<file path="config.mk">
export PLATFORM = sky130hd
export DESIGN_NAME = alarm_ctrl
export DESIGN_NICKNAME = d
export VERILOG_FILES = /design/src/rtl/alarm_pkg.sv /design/src/rtl/alarm_sec_timer.sv /design/src/rtl/alarm_ctrl.sv
export SDC_FILE = /design/constraint.sdc
export NUM_CORES = 1
export LEC_CHECK = 0
export CAP_MARGIN = 25
export CORE_UTILIZATION = 45
export CTS_BUF_LIST = sky130_fd_sc_hd__clkbuf_8
export CTS_CLUSTER_DIAMETER = 100
export DETAILED_ROUTE_END_ITERATION = 7
export PLACE_DENSITY = 0.76
export SKIP_CTS_REPAIR_TIMING = 1
export SLEW_MARGIN = 25
export SYNTH_ARGS = -nofsm -noshare
export SYNTH_HDL_FRONTEND = slang
export SYNTH_HIERARCHICAL = 1
export SYNTH_SLANG_ARGS = --single-unit
</file>
<file path="constraint.sdc">
create_clock -name clk -period 2.6 [get_ports clk]
set_input_delay 0.39 -clock clk [delete_from_list [all_inputs] [get_ports clk]]
set_output_delay 0.39 -clock clk [all_outputs]
set_load 0.01 [all_outputs]
</file>
<file path="src/rtl/alarm_pkg.sv">
// Shared definitions for the alarm controller: FSM encoding, BCD limits,
// counter widths and the load-validation helper.
package alarm_pkg;

  typedef enum logic [1:0] {
    ST_IDLE    = 2'd0,
    ST_ARMED   = 2'd1,
    ST_RINGING = 2'd2,
    ST_SNOOZE  = 2'd3
  } alarm_state_e;

  localparam logic [7:0] BCD_HH_MIN = 8'h01;
  localparam logic [7:0] BCD_HH_MAX = 8'h12;
  localparam logic [7:0] BCD_MM_MAX = 8'h59;

  localparam int SNOOZE_W = 13;
  localparam int RING_W   = 12;

  function automatic logic bcd_byte_ok(input logic [7:0] v);
    return (v[7:4] <= 4'd9) && (v[3:0] <= 4'd9);
  endfunction

  // Nibble checks also reject 8'h0A..8'h0F, which the numeric range alone would pass.
  function automatic logic alarm_time_ok(input logic [7:0] h, input logic [7:0] m);
    return bcd_byte_ok(h) && bcd_byte_ok(m) &&
           (h >= BCD_HH_MIN) && (h <= BCD_HH_MAX) && (m <= BCD_MM_MAX);
  endfunction

endpackage

</file>
<file path="src/rtl/alarm_sec_timer.sv">
// Loadable seconds down-counter advanced by the 1 Hz tick; done flags the tick
// that drains the last remaining second.
module alarm_sec_timer #(
  parameter int W = 12
) (
  input  logic         clk,
  input  logic         reset,
  input  logic         load,
  input  logic [W-1:0] load_val,
  input  logic         run,
  input  logic         ena,
  output logic         done
);

  logic [W-1:0] count_r;

  // Load wins over counting; the count holds at zero instead of wrapping.
  always_ff @(posedge clk or negedge reset) begin
    if (!reset) begin
      count_r <= {W{1'b0}};
    end else if (load) begin
      count_r <= load_val;
    end else if (run && ena && (count_r != {W{1'b0}})) begin
      count_r <= count_r - {{(W-1){1'b0}}, 1'b1};
    end else begin
      count_r <= count_r;
    end
  end

  // Expiry: this tick takes the counter from one to zero.
  always_comb begin
    done = run && ena && (count_r == {{(W-1){1'b0}}, 1'b1});
  end

endmodule

</file>
<file path="src/rtl/alarm_ctrl.sv">
// Alarm controller for a 12-hour BCD clock: stores the alarm time, rings on the
// alarm minute, supports snooze, stop and auto-stop.
module alarm_ctrl
  import alarm_pkg::*;
#(
  parameter int SNOOZE_MIN = 9,
  parameter int RING_SEC   = 60
) (
  input  logic       clk,
  input  logic       reset,
  input  logic       ena,
  input  logic [7:0] hh,
  input  logic [7:0] mm,
  input  logic [7:0] ss,
  input  logic       pm,
  input  logic       alarm_on,
  input  logic       set_alarm,
  input  logic [7:0] set_hh,
  input  logic [7:0] set_mm,
  input  logic       set_pm,
  input  logic       snooze,
  input  logic       stop,
  output logic [7:0] alarm_hh,
  output logic [7:0] alarm_mm,
  output logic       alarm_pm,
  output logic       ring,
  output logic       armed,
  output logic       snoozing,
  output logic       set_err
);

  localparam logic [SNOOZE_W-1:0] SNOOZE_LOAD = SNOOZE_W'(SNOOZE_MIN * 60);
  localparam logic [RING_W-1:0]   RING_LOAD   = RING_W'(RING_SEC);

  alarm_state_e state_r;
  alarm_state_e next_state_s;
  logic [7:0]   alarm_hh_r;
  logic [7:0]   alarm_mm_r;
  logic         alarm_pm_r;
  logic         ring_r;
  logic         armed_r;
  logic         snoozing_r;
  logic         set_err_r;
  logic         match_s;
  logic         match_d_r;
  logic         trigger_s;
  logic         load_ok_s;
  logic         ring_load_s;
  logic         snz_load_s;
  logic         ring_done_s;
  logic         snz_done_s;

  // Alarm-minute detection; the rising edge gives exactly one trigger per minute.
  always_comb begin
    match_s   = (hh == alarm_hh_r) && (mm == alarm_mm_r) &&
                (ss == 8'h00) && (pm == alarm_pm_r);
    trigger_s = match_s && !match_d_r;
    load_ok_s = alarm_time_ok(set_hh, set_mm);
  end

  // Next-state decode; alarm_on=0 beats stop, which beats snooze, which beats expiry.
  always_comb begin
    next_state_s = state_r;
    if (!alarm_on) begin
      next_state_s = ST_IDLE;
    end else begin
      case (state_r)
        ST_IDLE: next_state_s = ST_ARMED;
        ST_ARMED: begin
          if (trigger_s) next_state_s = ST_RINGING;
          else           next_state_s = ST_ARMED;
        end
        ST_RINGING: begin
          if (stop)             next_state_s = ST_ARMED;
          else if (snooze)      next_state_s = ST_SNOOZE;
          else if (ring_done_s) next_state_s = ST_ARMED;
          else                  next_state_s = ST_RINGING;
        end
        ST_SNOOZE: begin
          if (stop)            next_state_s = ST_ARMED;
          else if (snz_done_s) next_state_s = ST_RINGING;
          else                 next_state_s = ST_SNOOZE;
        end
        default: next_state_s = ST_IDLE;
      endcase
    end
    ring_load_s = (next_state_s == ST_RINGING) && (state_r != ST_RINGING);
    snz_load_s  = (next_state_s == ST_SNOOZE) && (state_r != ST_SNOOZE);
  end

  alarm_sec_timer #(.W(RING_W)) u_ring_timer (
    .clk      (clk),
    .reset    (reset),
    .load     (ring_load_s),
    .load_val (RING_LOAD),
    .run      (state_r == ST_RINGING),
    .ena      (ena),
    .done     (ring_done_s)
  );

  alarm_sec_timer #(.W(SNOOZE_W)) u_snooze_timer (
    .clk      (clk),
    .reset    (reset),
    .load     (snz_load_s),
    .load_val (SNOOZE_LOAD),
    .run      (state_r == ST_SNOOZE),
    .ena      (ena),
    .done     (snz_done_s)
  );

  // State register with outputs decoded from the next state so they align with it.
  always_ff @(posedge clk or negedge reset) begin
    if (!reset) begin
      state_r    <= ST_IDLE;
      ring_r     <= 1'b0;
      armed_r    <= 1'b0;
      snoozing_r <= 1'b0;
      match_d_r  <= 1'b0;
    end else begin
      state_r    <= next_state_s;
      ring_r     <= (next_state_s == ST_RINGING);
      armed_r    <= (next_state_s == ST_ARMED);
      snoozing_r <= (next_state_s == ST_SNOOZE);
      match_d_r  <= match_s;
    end
  end

  // Alarm time storage; loads are independent of the FSM state.
  always_ff @(posedge clk or negedge reset) begin
    if (!reset) begin
      alarm_hh_r <= 8'h12;
      alarm_mm_r <= 8'h00;
      alarm_pm_r <= 1'b0;
      set_err_r  <= 1'b0;
    end else begin
      set_err_r <= set_alarm && !load_ok_s;
      if (set_alarm && load_ok_s) begin
        alarm_hh_r <= set_hh;
        alarm_mm_r <= set_mm;
        alarm_pm_r <= set_pm;
      end else begin
        alarm_hh_r <= alarm_hh_r;
        alarm_mm_r <= alarm_mm_r;
        alarm_pm_r <= alarm_pm_r;
      end
    end
  end

  assign alarm_hh = alarm_hh_r;
  assign alarm_mm = alarm_mm_r;
  assign alarm_pm = alarm_pm_r;
  assign ring     = ring_r;
  assign armed    = armed_r;
  assign snoozing = snoozing_r;
  assign set_err  = set_err_r;

endmodule

</file>
==> flow_metrics.env <==
export IMPL_placeableCoreArea_sq_um=6060
export IMPL_setup_slack_ns=0.0851
export IMPL_ir_worst_vdd_mv=0.267
export IMPL_crit_buf_inv=0
export IMPL_fin_nets=469
export IMPL_post_dp_cell_area_sq_um=3960
export IMPL_final_util_pct=68.6
export IMPL_end_kind="register"
export IMPL_routed_wl_um=7050
export IMPL_crit_chain="nor2b_1 > and2_1 > nor4bb_2 > or4b_1 > a21oi_1 > nor3_4 > or4_1 > nand3_1"
export IMPL_clock_sinks=49
export IMPL_final_max_slew_violation_count=0
export IMPL_hpwl_um=5290
export IMPL_power_mw=1.51
export IMPL_num_rows=28
export IMPL_cts_tree="done"
export IMPL_power_density_nw_per_um2=364
export IMPL_layout_common_cells="clkdlybuf4s50_1, dfrtp_1, buf_4, nor2_1, conb_1"
export IMPL_final_area_sq_um=4160
export IMPL_clockBufferDepth=2
export IMPL_slew_headroom_pct=53.1
export IMPL_cp_slowest_cell="or4_1"
export IMPL_antenna_found_initial=0
export IMPL_ys_types=62
export IMPL_fin_crit_sh_pct=96.7
export IMPL_fp_dieH_um=82.4
export IMPL_diodes=0
export IMPL_pin_count=70
export IMPL_skew_ns=0.00675
export IMPL_synth_area_sq_um=2910
export IMPL_placedCellCount=480
export IMPL_synthArstFlopShare_pct=100
export IMPL_grt_start_max_net_pins=30
export IMPL_drt_first_pass_iters=4
export IMPL_preCtsSetupSlack_ns=-0.294
export IMPL_avgSynthCellArea_sq_um=9.98
export IMPL_overflow=0
export IMPL_finalNonFillerCells=490
export IMPL_final_hold_violation_count=0
export IMPL_routabilityCongestion=0.778
export IMPL_p_comb_share_pct=16.2
export IMPL_max_slew_worst_pin_slew_ns=0.699
export IMPL_layout_commonest_cell="clkdlybuf4s50_1"
export IMPL_fmax_mhz=398
export IMPL_cts_buffers=5
export IMPL_clk_pin_slew_ns=0.10
export IMPL_p_leak_nw=1.84
export IMPL_setup_tns_ns=0
export IMPL_yosysSeqAreaShare_pct=42.3
export IMPL_crit_fanout=6
export IMPL_synth_edf_count=0
export IMPL_ant_nets=0
export IMPL_crit_arrival_ns=2.76
export IMPL_track_usage_pct=22.8
export IMPL_cp_start_kind="register"
export IMPL_critPathTopFamily="simple AND/OR/NAND/NOR gates"
export IMPL_via_per_inst=5.48
export IMPL_hold_slack_ns=0.0953
export IMPL_setup_violations=0
export IMPL_fill_cells=488
export IMPL_ys_seq_elements=49
export IMPL_min_path_type="primary input to async pin"
export IMPL_clkPwrFrac_pct=30.1
export IMPL_required_ns=2.85
export IMPL_min_period_ns=2.51
export IMPL_portBuffers=69
export IMPL_drive_gt1_share_pct=20.2
export IMPL_die_area_sq_um=6780
export IMPL_routedWlPerCell_um=14.4
export IMPL_power_switching_uw=386
export IMPL_cp_slowest_stage_delay_ns=0.53
export IMPL_clockRootBuffer="clkbuf_8"
export IMPL_die_w_um=82.4
export IMPL_grt_pass1_vias=2649
export IMPL_grt_pass1_wl_um=11700
export IMPL_synthCells=291
export IMPL_status="finished clean"
export IMPL_synthFlopType="dfrtp_1"
export IMPL_start_util_pct=47.9
export IMPL_ys_warn_count=6
export IMPL_drt_initial_drc_count=128
export IMPL_num_vias=2686
export IMPL_drc=0
export IMPL_area_delta_synth_final_pct=43.2
export IMPL_clock_latency_ns=0.31
export IMPL_seqPwrFrac_pct=53.7
export IMPL_drv_cap=0
export IMPL_switching_share_pct=25.5
export IMPL_p_int_mw=1.13
export IMPL_critPathKind="register to register"
export IMPL_htreeDepth=2
## area by class of cell
type	count	area (sq um)	area share (%)
Sequential cell	49	1230	29.5
Timing Repair Buffer	101	937	22.5
Clock buffer	5	68.8	1.65
Inverter	9	33.8	0.812
Multi-Input combinational cell	248	1780	42.8
Clock inverter	3	17.5	0.421
Tap cell	75	93.8	2.26
## final timing paths
path	startpoint	end	slack, ns	cells past startpoint
max in group asynchronous	reset	u_ring_timer/count_r[7]	1.90	2
min reg2reg	alarm_mm[7]	alarm_mm[7]	0.56	1
min in group clk	alarm_mm[7]	alarm_mm[7]	0.56	1
max	state_r[1]	u_snooze_timer/count_r[4]	0.09	8
max reg2reg	state_r[1]	u_snooze_timer/count_r[4]	0.09	8
min	reset	alarm_pm	0.1	1
## cell families (layout without fill, tap and decap cells)
family                   after synthesis  in the layout  synth area share [%]
AO/OA/AOI/OAI                         62             62                  14.2
multiplexers                          16             16                  7.28
XOR/XNOR                              17             17                  5.12
buffers and inverters                 17            118                  2.54
other                                  2             25                 0.258
flip-flops                            49             49                  42.3
adder cells (fa/ha/maj)                6              6                  2.58
AND/OR/NAND/NOR                      122            122                  25.7
## power by group through the flow
stage	sequential [mW]	clock (mW)	combinational, mW
4_1_cts	0.813	0.464	0.242
6_report	0.813	0.456	0.245
3_3_place_gp	0.827	0	0.238
3_5_place_dp	0.826	0	0.241
5_1_grt	0.817	0.493	0.265
2_1_floorplan	0.835	0	0.0691
## synthesized netlist by cell type, types with 2 or more instances
cell type / n / area (sq um)
and3_1: 3 / 18.8
o31ai_1: 7 / 52.6
inv_1: 8 / 30.0
nand2b_1: 2 / 12.5
nor2_1: 25 / 93.8
nor2b_1: 6 / 37.5
and2_1: 5 / 31.3
or4b_1: 2 / 20.0
conb_1: 2 / 7.51
clkbuf_1: 5 / 18.8
and4bb_2: 2 / 25.0
dfstp_2: 2 / 52.6
a21oi_1: 10 / 50.1
nand3_1: 9 / 45.0
mux2_4: 6 / 90.1
nand2_1: 20 / 75.1
or4b_2: 2 / 20.0
or4_2: 2 / 17.5
a31oi_1: 14 / 87.6
xor2_1: 16 / 140
nor4_1: 8 / 50.1
nor4bb_1: 2 / 20.0
mux2i_1: 2 / 20.0
nor3_1: 3 / 15.0
mux2_2: 6 / 67.6
o211ai_1: 6 / 45.0
ha_1: 6 / 75.1
nand4_1: 4 / 25.0
o21ai_0: 9 / 45.0
or4_1: 13 / 97.6
or3_1: 3 / 18.8
o41ai_1: 4 / 35.0
a211o_1: 2 / 17.5
dfrtp_1: 47 / 1180
## registers in the layout, indices dropped and copies added (netlist names), 2 cells and up
name,cells
u_ring_timer/count_r,12
u_snooze_timer/count_r,13
state_r,2
alarm_hh,8
alarm_mm,8
## worst reg2reg max path: stages (launching register included)
cell and delay [ns]:
dfrtp_1 0.39, nor2b_1 0.15, and2_1 0.18, nor4bb_2 0.18, or4b_1 0.49, a21oi_1 0.34, nor3_4 0.10, or4_1 0.53
nand3_1 0.10
## per-layer routing
| metal | up-vias | share of wire [%] | track usage, % |
|---|---|---|---|
| li1 | 1314 | - | - |
| met1 | 1268 | 43 | 28.3 |
| met2 | 99 | 49 | 37.9 |
| met3 | 5 | 7.4 | 6.59 |
| met4 | 0 | 0.88 | 7.19 |
| met5 | - | 0 | 0 |
Note: power is estimated with default switching activity, not from simulation.
